--- src/rtl/uart_rx_drain.sv ---
// Receive drain for CoreUARTapb: reads bytes out of the UART with a one-cycle CSN/OEN strobe
// and queues them with their error tags in a show-ahead FIFO, keeping sticky status.
module uart_rx_drain #(
  parameter int FIFO_DEPTH  = 8,
  parameter bit DROP_ON_ERR = 1'b0,
  parameter int GUARD_CYC   = 6
) (
  input  logic                          CLK,
  input  logic                          RESET,
  input  logic                          uart_rxrdy,
  input  logic [7:0]                    uart_data,
  input  logic                          uart_parity_err,
  input  logic                          uart_framing_err,
  input  logic                          uart_overflow,
  output logic                          uart_csn,
  output logic                          uart_oen,
  output logic                          m_valid,
  output logic [7:0]                    m_data,
  output logic [1:0]                    m_err,
  input  logic                          m_ready,
  output logic [$clog2(FIFO_DEPTH):0]   level,
  output logic [7:0]                    err_cnt,
  output logic                          ovf_flag,
  input  logic                          clr_stat
);

  localparam int              AW         = $clog2(FIFO_DEPTH);
  localparam logic [AW:0]     FULL_LVL   = (AW + 1)'(FIFO_DEPTH);
  localparam logic [3:0]      GUARD_LAST = 4'(GUARD_CYC - 1);

  typedef enum logic [1:0] {ST_IDLE, ST_READ, ST_WAIT} state_e;

  state_e        state_q, state_d;
  logic [3:0]    wait_cnt_q, wait_cnt_d;
  logic          strobe_n_q, strobe_n_d;

  logic [AW-1:0] wr_ptr_q, rd_ptr_q;
  logic [AW:0]   level_q;
  logic [9:0]    mem_q [FIFO_DEPTH];

  logic [7:0]    err_cnt_q;
  logic          ovf_q;

  logic          any_err;
  logic          push;
  logic          pop;
  logic          err_inc;

  // State register; the strobe is registered so CSN/OEN are glitch-free at the UART.
  always_ff @(posedge CLK) begin
    // NOTE: clocked state uses non-blocking (<=) so every register samples pre-edge values.
    if (RESET) begin
      state_q    <= ST_IDLE;
      wait_cnt_q <= 4'd0;
      strobe_n_q <= 1'b1;
    end else begin
      state_q    <= state_d;
      wait_cnt_q <= wait_cnt_d;
      strobe_n_q <= strobe_n_d;
    end
  end

  always_comb begin
    // NOTE: default assignment first so no path through the case can infer a latch.
    state_d = state_q;
    case (state_q)
      ST_IDLE: if (uart_rxrdy && (level_q < FULL_LVL)) state_d = ST_READ;
      ST_READ: state_d = ST_WAIT;
      ST_WAIT: if (!uart_rxrdy || (wait_cnt_q == GUARD_LAST)) state_d = ST_IDLE;
      default: state_d = ST_IDLE;
    endcase
  end

  // Guard counter starts at 0 in the first WAIT cycle.
  always_comb begin
    strobe_n_d = (state_d != ST_READ);
    wait_cnt_d = (state_q == ST_WAIT) ? wait_cnt_q + 4'd1 : 4'd0;
  end

  assign uart_csn = strobe_n_q;
  assign uart_oen = strobe_n_q;

  assign any_err = uart_parity_err | uart_framing_err;
  assign push    = (state_q == ST_READ) && !(DROP_ON_ERR && any_err);
  assign err_inc = (state_q == ST_READ) && any_err;
  assign m_valid = (level_q != '0);
  assign pop     = m_valid && m_ready;

  always_ff @(posedge CLK) begin
    if (RESET) begin
      wr_ptr_q <= '0;
      rd_ptr_q <= '0;
      level_q  <= '0;
      // NOTE: storage is reset so the head reads 0 after reset; it is small enough to be flops.
      for (int i = 0; i < FIFO_DEPTH; i++) mem_q[i] <= '0;
    end else begin
      if (push) begin
        mem_q[wr_ptr_q] <= {uart_framing_err, uart_parity_err, uart_data};
        wr_ptr_q        <= wr_ptr_q + AW'(1);
      end
      if (pop) rd_ptr_q <= rd_ptr_q + AW'(1);
      case ({push, pop})
        2'b10:   level_q <= level_q + (AW + 1)'(1);
        2'b01:   level_q <= level_q - (AW + 1)'(1);
        default: level_q <= level_q;
      endcase
    end
  end

  assign m_data = mem_q[rd_ptr_q][7:0];
  assign m_err  = mem_q[rd_ptr_q][9:8];
  assign level  = level_q;

  // A new error in the same cycle as a clear restarts the count at 1; overflow beats clear.
  always_ff @(posedge CLK) begin
    if (RESET) begin
      err_cnt_q <= 8'd0;
      ovf_q     <= 1'b0;
    end else begin
      if (err_inc) begin
        if (clr_stat)                err_cnt_q <= 8'd1;
        else if (err_cnt_q != 8'hFF) err_cnt_q <= err_cnt_q + 8'd1;
      end else if (clr_stat) begin
        err_cnt_q <= 8'd0;
      end
      if (uart_overflow)  ovf_q <= 1'b1;
      else if (clr_stat)  ovf_q <= 1'b0;
    end
  end

  assign err_cnt  = err_cnt_q;
  assign ovf_flag = ovf_q;

endmodule

--- config.mk ---
export PLATFORM = sky130hd
export DESIGN_NAME = uart_rx_drain
export DESIGN_NICKNAME = d
export VERILOG_FILES = /design/src/rtl/uart_rx_drain.sv
export SDC_FILE = /design/constraint.sdc
export NUM_CORES = 1
export LEC_CHECK = 0
export ABC_AREA = 1
export BUFFER_PORTS_ARGS = -buffer_cell sky130_fd_sc_hd__buf_2
export CAP_MARGIN = 40
export CELL_PAD_IN_SITES_DETAIL_PLACEMENT = 2
export CELL_PAD_IN_SITES_GLOBAL_PLACEMENT = 2
export CORE_UTILIZATION = 34
export CTS_BUF_LIST = sky130_fd_sc_hd__clkbuf_16
export CTS_CLUSTER_SIZE = 20
export DETAILED_ROUTE_END_ITERATION = 16
export MAX_ROUTING_LAYER = met4
export PLACE_DENSITY = 0.73
export RECOVER_POWER = 50
export SYNTH_ARGS = -nofsm -noshare
export SYNTH_HDL_FRONTEND = slang
export SYNTH_SLANG_ARGS = --single-unit
--- constraint.sdc ---
create_clock -name CLK -period 1.8 [get_ports CLK]
set_clock_uncertainty 0.05 [all_clocks]
set_input_delay 0.18 -clock CLK [delete_from_list [all_inputs] [get_ports CLK]]
set_output_delay 0.18 -clock CLK [all_outputs]
set_load 0.02 [all_outputs]
After elaboration in Yosys (flattened, before gate mapping)
Memory sizes are Yosys's and may differ from the RTL's. A register that Yosys moved wholly into a read port is not among the register bits.
Index checks and enable logic that the tools add are counted.
- bitwise logic cells: 2
- magnitude comparators: 1
- equal/unequal tests: 7
- add/subtract/negate cells: 6
- reductions and logical operators: 14
- multiplexer cells: 20
- operators with widths (operator ; count):
    $mux W8 ; 4
    $mux W10 ; 1
    $reduce_or A10 Y1 ; 1
    $mux W3 ; 3
    $add A4 B1 Y4 const B ; 2
    $add A8 B1 Y8 const B ; 1
    $mux W1 ; 8
    $ne A8 B8 Y1 const B ; 1
    $pmux W4 S2 ; 1
    $reduce_bool A2 Y1 ; 4
    $add A3 B1 Y3 const B ; 2
    $pmux W2 S3 ; 1
    $eq A2 B1 Y1 const B ; 2
    $eq A2 B2 Y1 const B ; 2
    $eq A4 B3 Y1 const B ; 1
    $lt A4 B4 Y1 const B ; 1
    $mux W2 ; 2
    $reduce_bool A4 Y1 ; 1
    $sub A4 B1 Y4 const B ; 1
    $logic_and A1 B1 Y1 ; 3
    $logic_not A2 Y1 ; 1
    $ne A2 B1 Y1 const B ; 1
    $reduce_and A2 Y1 ; 1
    $reduce_or A2 Y1 ; 1
    4 further kinds ; 4
- memories: 1
- bits in registers: 26
- input port bits: 16
- word-level logic and storage cells: 59
- RAM bits: 80
- memories (memory ; words ; bits a word ; rd ports ; clocked after memory_dff ; wr ports ; line ; RTL):
    mem_q ; 8 ; 10 ; 1 ; 1 ; 8 ; 39 ; logic [9:0] mem_q [FIFO_DEPTH];

Longest topological paths before layout
- word-level depth: 6
- mapped depth: 14

Worst setup path after synthesis
OpenSTA, ideal clock, no wires.
- kind: flip-flop to flip-flop
- from: register level_q[1] (netlist: level[1])
- to: register level_q[2] (netlist: level[2])
- required time: 1.635 ns
- arrival: 1.993 ns
- setup time: 0.115 ns
- slack: -0.359 ns
- stages on the path, launching flop included: 14
- path through: dfxtp_1 -> inv_1 -> nand4_1 -> nand2_1 -> inv_1 -> ha_1 -> nand2_1 -> inv_1 -> nor2_1 -> ha_1 -> a21oi_1 -> xnor2_1 -> o21ai_0 -> inv_1
- word-level cells in the longest chain between the ends: 4
- elaborated cells between the ends (all ways): 8
- those cells by class: 2 x add/sub; 2 x eq/ne; 1 x mux; 3 x reduce/logical
- ends and longest elaborated chain (what ; line ; RTL):
    start, declared ; 38 ; logic [AW:0] level_q;
    start signal, assigned ; 103 ; 2'b10: level_q <= level_q + (AW + 1)'(1);
    start signal, assigned ; 104 ; 2'b01: level_q <= level_q - (AW + 1)'(1);
    start signal, assigned ; 105 ; default: level_q <= level_q;
    $reduce_bool A4 Y1 (*) ; 86 ; assign m_valid = (level_q != '0);
    named net m_valid ; 17 ; output logic m_valid,
    $logic_and A1 B1 Y1 (*) ; 87 ; assign pop = m_valid && m_ready;
    $eq A2 B1 Y1 or $eq A2 B2 Y1 (tied branches) ; 102 ; case ({push, pop})
    $pmux W4 S2 or $reduce_bool A2 Y1 (tied branches) ; -- ;
The timed path passes the listed nets; every way through them passes the cells marked *.
A chain may end at the register's enable or synchronous reset.

==> impl_metrics.env <==
export IMPL_clock_root_buffer="sky130_fd_sc_hd__clkbuf_16"
export IMPL_gpl_final_weighted_congestion=0.8143
export IMPL_fin_crit_sh=1.050
export IMPL_first_global_vias=4484
export IMPL_diodes=0
export IMPL_comb_power_share=0.362
export IMPL_clk_transition_reported_paths_ps=80
export IMPL_htree_num_levels=3
export IMPL_tritoncts="done"
export IMPL_drc_marker_count_from_the_first_detailed_route_iteration=250
export IMPL_synth_mux_area_frac=0.02024
export IMPL_synthDistinctLibCells=29
export IMPL_dpl_hpwl_um=10110
export IMPL_die_height_um=122.6
export IMPL_endpoint="m_data[5]"
export IMPL_switching_power_mw=2.842
export IMPL_timing_rr_end="level[2]"
export IMPL_worst_path_max_delay_cell="sky130_fd_sc_hd__dfxtp_4"
export IMPL_port_buffers=41
export IMPL_run_status="finished, violations left"
export IMPL_hold_viol_final=0
export IMPL_final_layout_size_suffix_gt1_frac=0.2083
export IMPL_r2r_setup_slk_ps=-30
export IMPL_worstMarginPinSlew_ps=510.0
export IMPL_cts_inserted_buffers=9
export IMPL_worst_setup_path_type="register to output port"
export IMPL_path_cells="buf_8 -> buf_16 -> o21ai_0 -> o21ai_1 -> nand2_1 -> nand2_2 -> buf_6"
export IMPL_largest_net_degree_at_the_start_of_global_routing=21
export IMPL_post_synth_design_cell_area_sq_mm=0.004945
export IMPL_max_freq_mhz=529.0
export IMPL_ys_warns=0
export IMPL_multi_input_comb_area_sq_mm=0.001784
export IMPL_r2r_cells=12
export IMPL_period_needed_ps=1890
export IMPL_worst_skew_pair_late_latency_ps=360
export IMPL_floorplan_initialDensity=0.3521
export IMPL_final_max_slew_viol_count=0
export IMPL_die_width_um=122.6
export IMPL_syn_mean_instance_area_sq_um=9.419
export IMPL_synth_xor_xnor_area_share=0.007085
export IMPL_layout_cells_most_common="sky130_fd_sc_hd__nor2_1"
export IMPL_antenna_violations_before_repair=0
export IMPL_finalWorstSetupSlack_ps=-90.22
export IMPL_synth_simple_gate_area_frac=0.2024
export IMPL_worst_ep_required_time_ps=1570
export IMPL_rsz0062_at_grt="yes"
export IMPL_failed_checks="negative setup slack"
export IMPL_avgRoutedWirePerCell_um=20.22
export IMPL_synth_compound_area_share=0.09135
export IMPL_synth_fp_nets=549
export IMPL_ioPinCount=42
export IMPL_die_area_sq_mm=0.01503
export IMPL_static_leakage_nw=2.527
export IMPL_via_per_inst=5.186
export IMPL_iteration_count_of_the_initial_detailed_routing_pass=4
export IMPL_maxCapViolations=0
export IMPL_fp_coreArea_sq_mm=0.01404
export IMPL_final_seq_area_sq_mm=0.003005
export IMPL_synthDominantCellAreaShare=0.4858
export IMPL_synthesized_flop_and_latch_total=109
export IMPL_all_layer_gr_usage=0.2261
export IMPL_switching_fraction=0.3446
export IMPL_flow_area_growth_from_synthesis_pct=25.81
export IMPL_p_total_mw=8.248
export IMPL_origin_of_the_critical_flop_to_flop_path="level[3]"
export IMPL_data_arrival_time_of_the_critical_path_ps=1660
export IMPL_finish_net_count=619
export IMPL_drc_errors=0
export IMPL_synth_fa_ha_area_frac=0.02024
export IMPL_peakVddDrop_mv=0.6637
export IMPL_power_frac_clock=0.266
export IMPL_netlist_top_cells_area="sky130_fd_sc_hd__edfxtp_1 49%, sky130_fd_sc_hd__dfxtp_1 12%, sky130_fd_sc_hd__nor2_1 10%, sky130_fd_sc_hd__nand2_1 5.4%, sky130_fd_sc_hd__o21ai_0 5.0%"
export IMPL_synth_top_family_by_area="simple AND/OR/NAND/NOR gates"
export IMPL_internal_power_mw=5.406
export IMPL_totalWireLength_um=15780
export IMPL_path_max_fanout=8
export IMPL_layout_filler_cells=1529
export IMPL_clock_path_buffers=2
export IMPL_ant_nets=0
export IMPL_globalRouteOverflowTotal=0
export IMPL_finalSetupViolCount=13
export IMPL_rows=43
export IMPL_critPathLaunchType="register"
export IMPL_numClockSinks=109
export IMPL_synth_largest_area_cell="sky130_fd_sc_hd__edfxtp_1"
export IMPL_timing_max_slew_rel_slack=0.6596
export IMPL_power_per_cell_area_mw_per_mm2=1326
export IMPL_layout_cells_most_common_list="130 x sky130_fd_sc_hd__nor2_1, 80 x sky130_fd_sc_hd__edfxtp_1, 65 x sky130_fd_sc_hd__nand2_1"
export IMPL_dp_cells=748
export IMPL_instances_no_fill=780
export IMPL_sequential_share_of_power=0.372
export IMPL_vias=4045
export IMPL_first_pass_grt_wire_length_um=23730
export IMPL_ys_seq_area_frac=0.6032
export IMPL_hp_class="input port to register"
export IMPL_crit_path_max_incr_delay_ps=400
export IMPL_setup_worst_path_end_class="output port"
export IMPL_synthesis_instances=525
==> sequential cells by signal (all words and copies together), names as in the netlist, named ones only <==
signal,count
state_q,2
uart_csn,1
mem_q,80
wr_ptr_q,3
err_cnt,8
rd_ptr_q,3
wait_cnt_q,4
level,4
ovf_flag,1
==> worst min path at each step <==
stage,end,slack (ps),start,depth (start not counted)
after floorplan,ovf_flag,250,uart_overflow,2
after global placement,ovf_flag,340,uart_overflow,3
after detailed placement,ovf_flag,360,uart_overflow,3
after CTS,state_q[1],70,RESET,2
after global routing,state_q[1],40,RESET,2
final,state_q[1],20,RESET,2
==> cell usage after synthesis <==
cell                       number
sky130_fd_sc_hd__nor2_1       136
sky130_fd_sc_hd__edfxtp_1      80
sky130_fd_sc_hd__nand2_1       71
sky130_fd_sc_hd__o21ai_0       49
sky130_fd_sc_hd__inv_1         40
sky130_fd_sc_hd__dfxtp_1       29
sky130_fd_sc_hd__a21oi_1       20
sky130_fd_sc_hd__nand3_1       18
sky130_fd_sc_hd__buf_2         12
sky130_fd_sc_hd__clkbuf_1      11
sky130_fd_sc_hd__mux2i_1       10
sky130_fd_sc_hd__o22ai_1       10
sky130_fd_sc_hd__ha_1           8
sky130_fd_sc_hd__nand4_1        6
sky130_fd_sc_hd__inv_2          3
sky130_fd_sc_hd__o21ai_1        3
sky130_fd_sc_hd__xnor2_1        3
sky130_fd_sc_hd__nand2_4        2
sky130_fd_sc_hd__nor2_4         2
sky130_fd_sc_hd__nor3_1         2
sky130_fd_sc_hd__o21bai_1       2
sky130_fd_sc_hd__a31oi_1        1
sky130_fd_sc_hd__buf_4          1
sky130_fd_sc_hd__clkinv_1       1
sky130_fd_sc_hd__nand3_4        1
sky130_fd_sc_hd__nor3_4         1
sky130_fd_sc_hd__nor3b_1        1
sky130_fd_sc_hd__o21a_1         1
sky130_fd_sc_hd__xor2_1         1
==> cell families (layout without fill, tap and decap cells) <==
logic type	after synthesis	in the layout
adder cells (fa/ha/maj)	8	8
flip-flops	109	109
XOR/XNOR	4	4
multiplexers	10	10
AO/OA/AOI/OAI	86	86
AND/OR/NAND/NOR	240	240
buffers and inverters	68	143
==> metal layers <==
layer / GRT usage / up-vias / wire length [um]
li1: - / 1897 / -
met1: 0.2466 / 2046 / 6415
met2: 0.4059 / 77 / 8437
met3: 0.03346 / 25 / 493
met4: 0.09909 / 0 / 429
met5: - / - / 0
==> per-stage QoR <==
stage,hold slack [ps],utilization,area (sq um),TNS [ps],setup WS (ps)
6_report,17.23,0.4430,6221,-599.5,-90.22
5_1_grt,35.17,0.4430,6221,-7854,-177.1
4_1_cts,72.94,0.4314,6058,-571.3,-100.3
3_5_place_dp,355.1,0.3934,5524,0,1.053
3_3_place_gp,336.4,0.3934,5524,0,80.58
2_1_floorplan,247.4,-,4970,-304.3,-165.5
==> final cells by class <==
cell class,instances,area share
repair buffers,83,0.1138
clock inverters,7,0.01609
multi-input cells,348,0.2868
well taps,180,0.03620
clock buffers,9,0.03620
inverters,44,0.02776
flip-flops and latches,109,0.4831
==> worst max-delay path: cells and delay by family (launching register included) <==
family | cells | cell delay, ps
flip-flops | 1 | 400
buffers and inverters | 3 | 390
AO/OA/AOI/OAI | 2 | 300
AND/OR/NAND/NOR | 2 | 190
==> power by group through the flow <==
stage	clock, mW	sequential, mW	combinational, mW
floorplan	0	3.10	1.31
global placement	0	3.05	2.07
detailed placement	0	3.07	2.16
CTS	2.23	3.06	2.59
global route	2.32	3.09	3.21
finish	2.19	3.07	2.99
==> what timing repair did <==
item                       in CTS  in global routing
hold endpoints to repair        1                  0
gates cloned                    4                  2
gates resized for setup        44                 39
buffers inserted                2                  7
setup endpoints to repair      12                 14
hold buffers                    1                  0
pin swaps                       9                 14
Note: power is estimated with default switching activity, not from simulation.
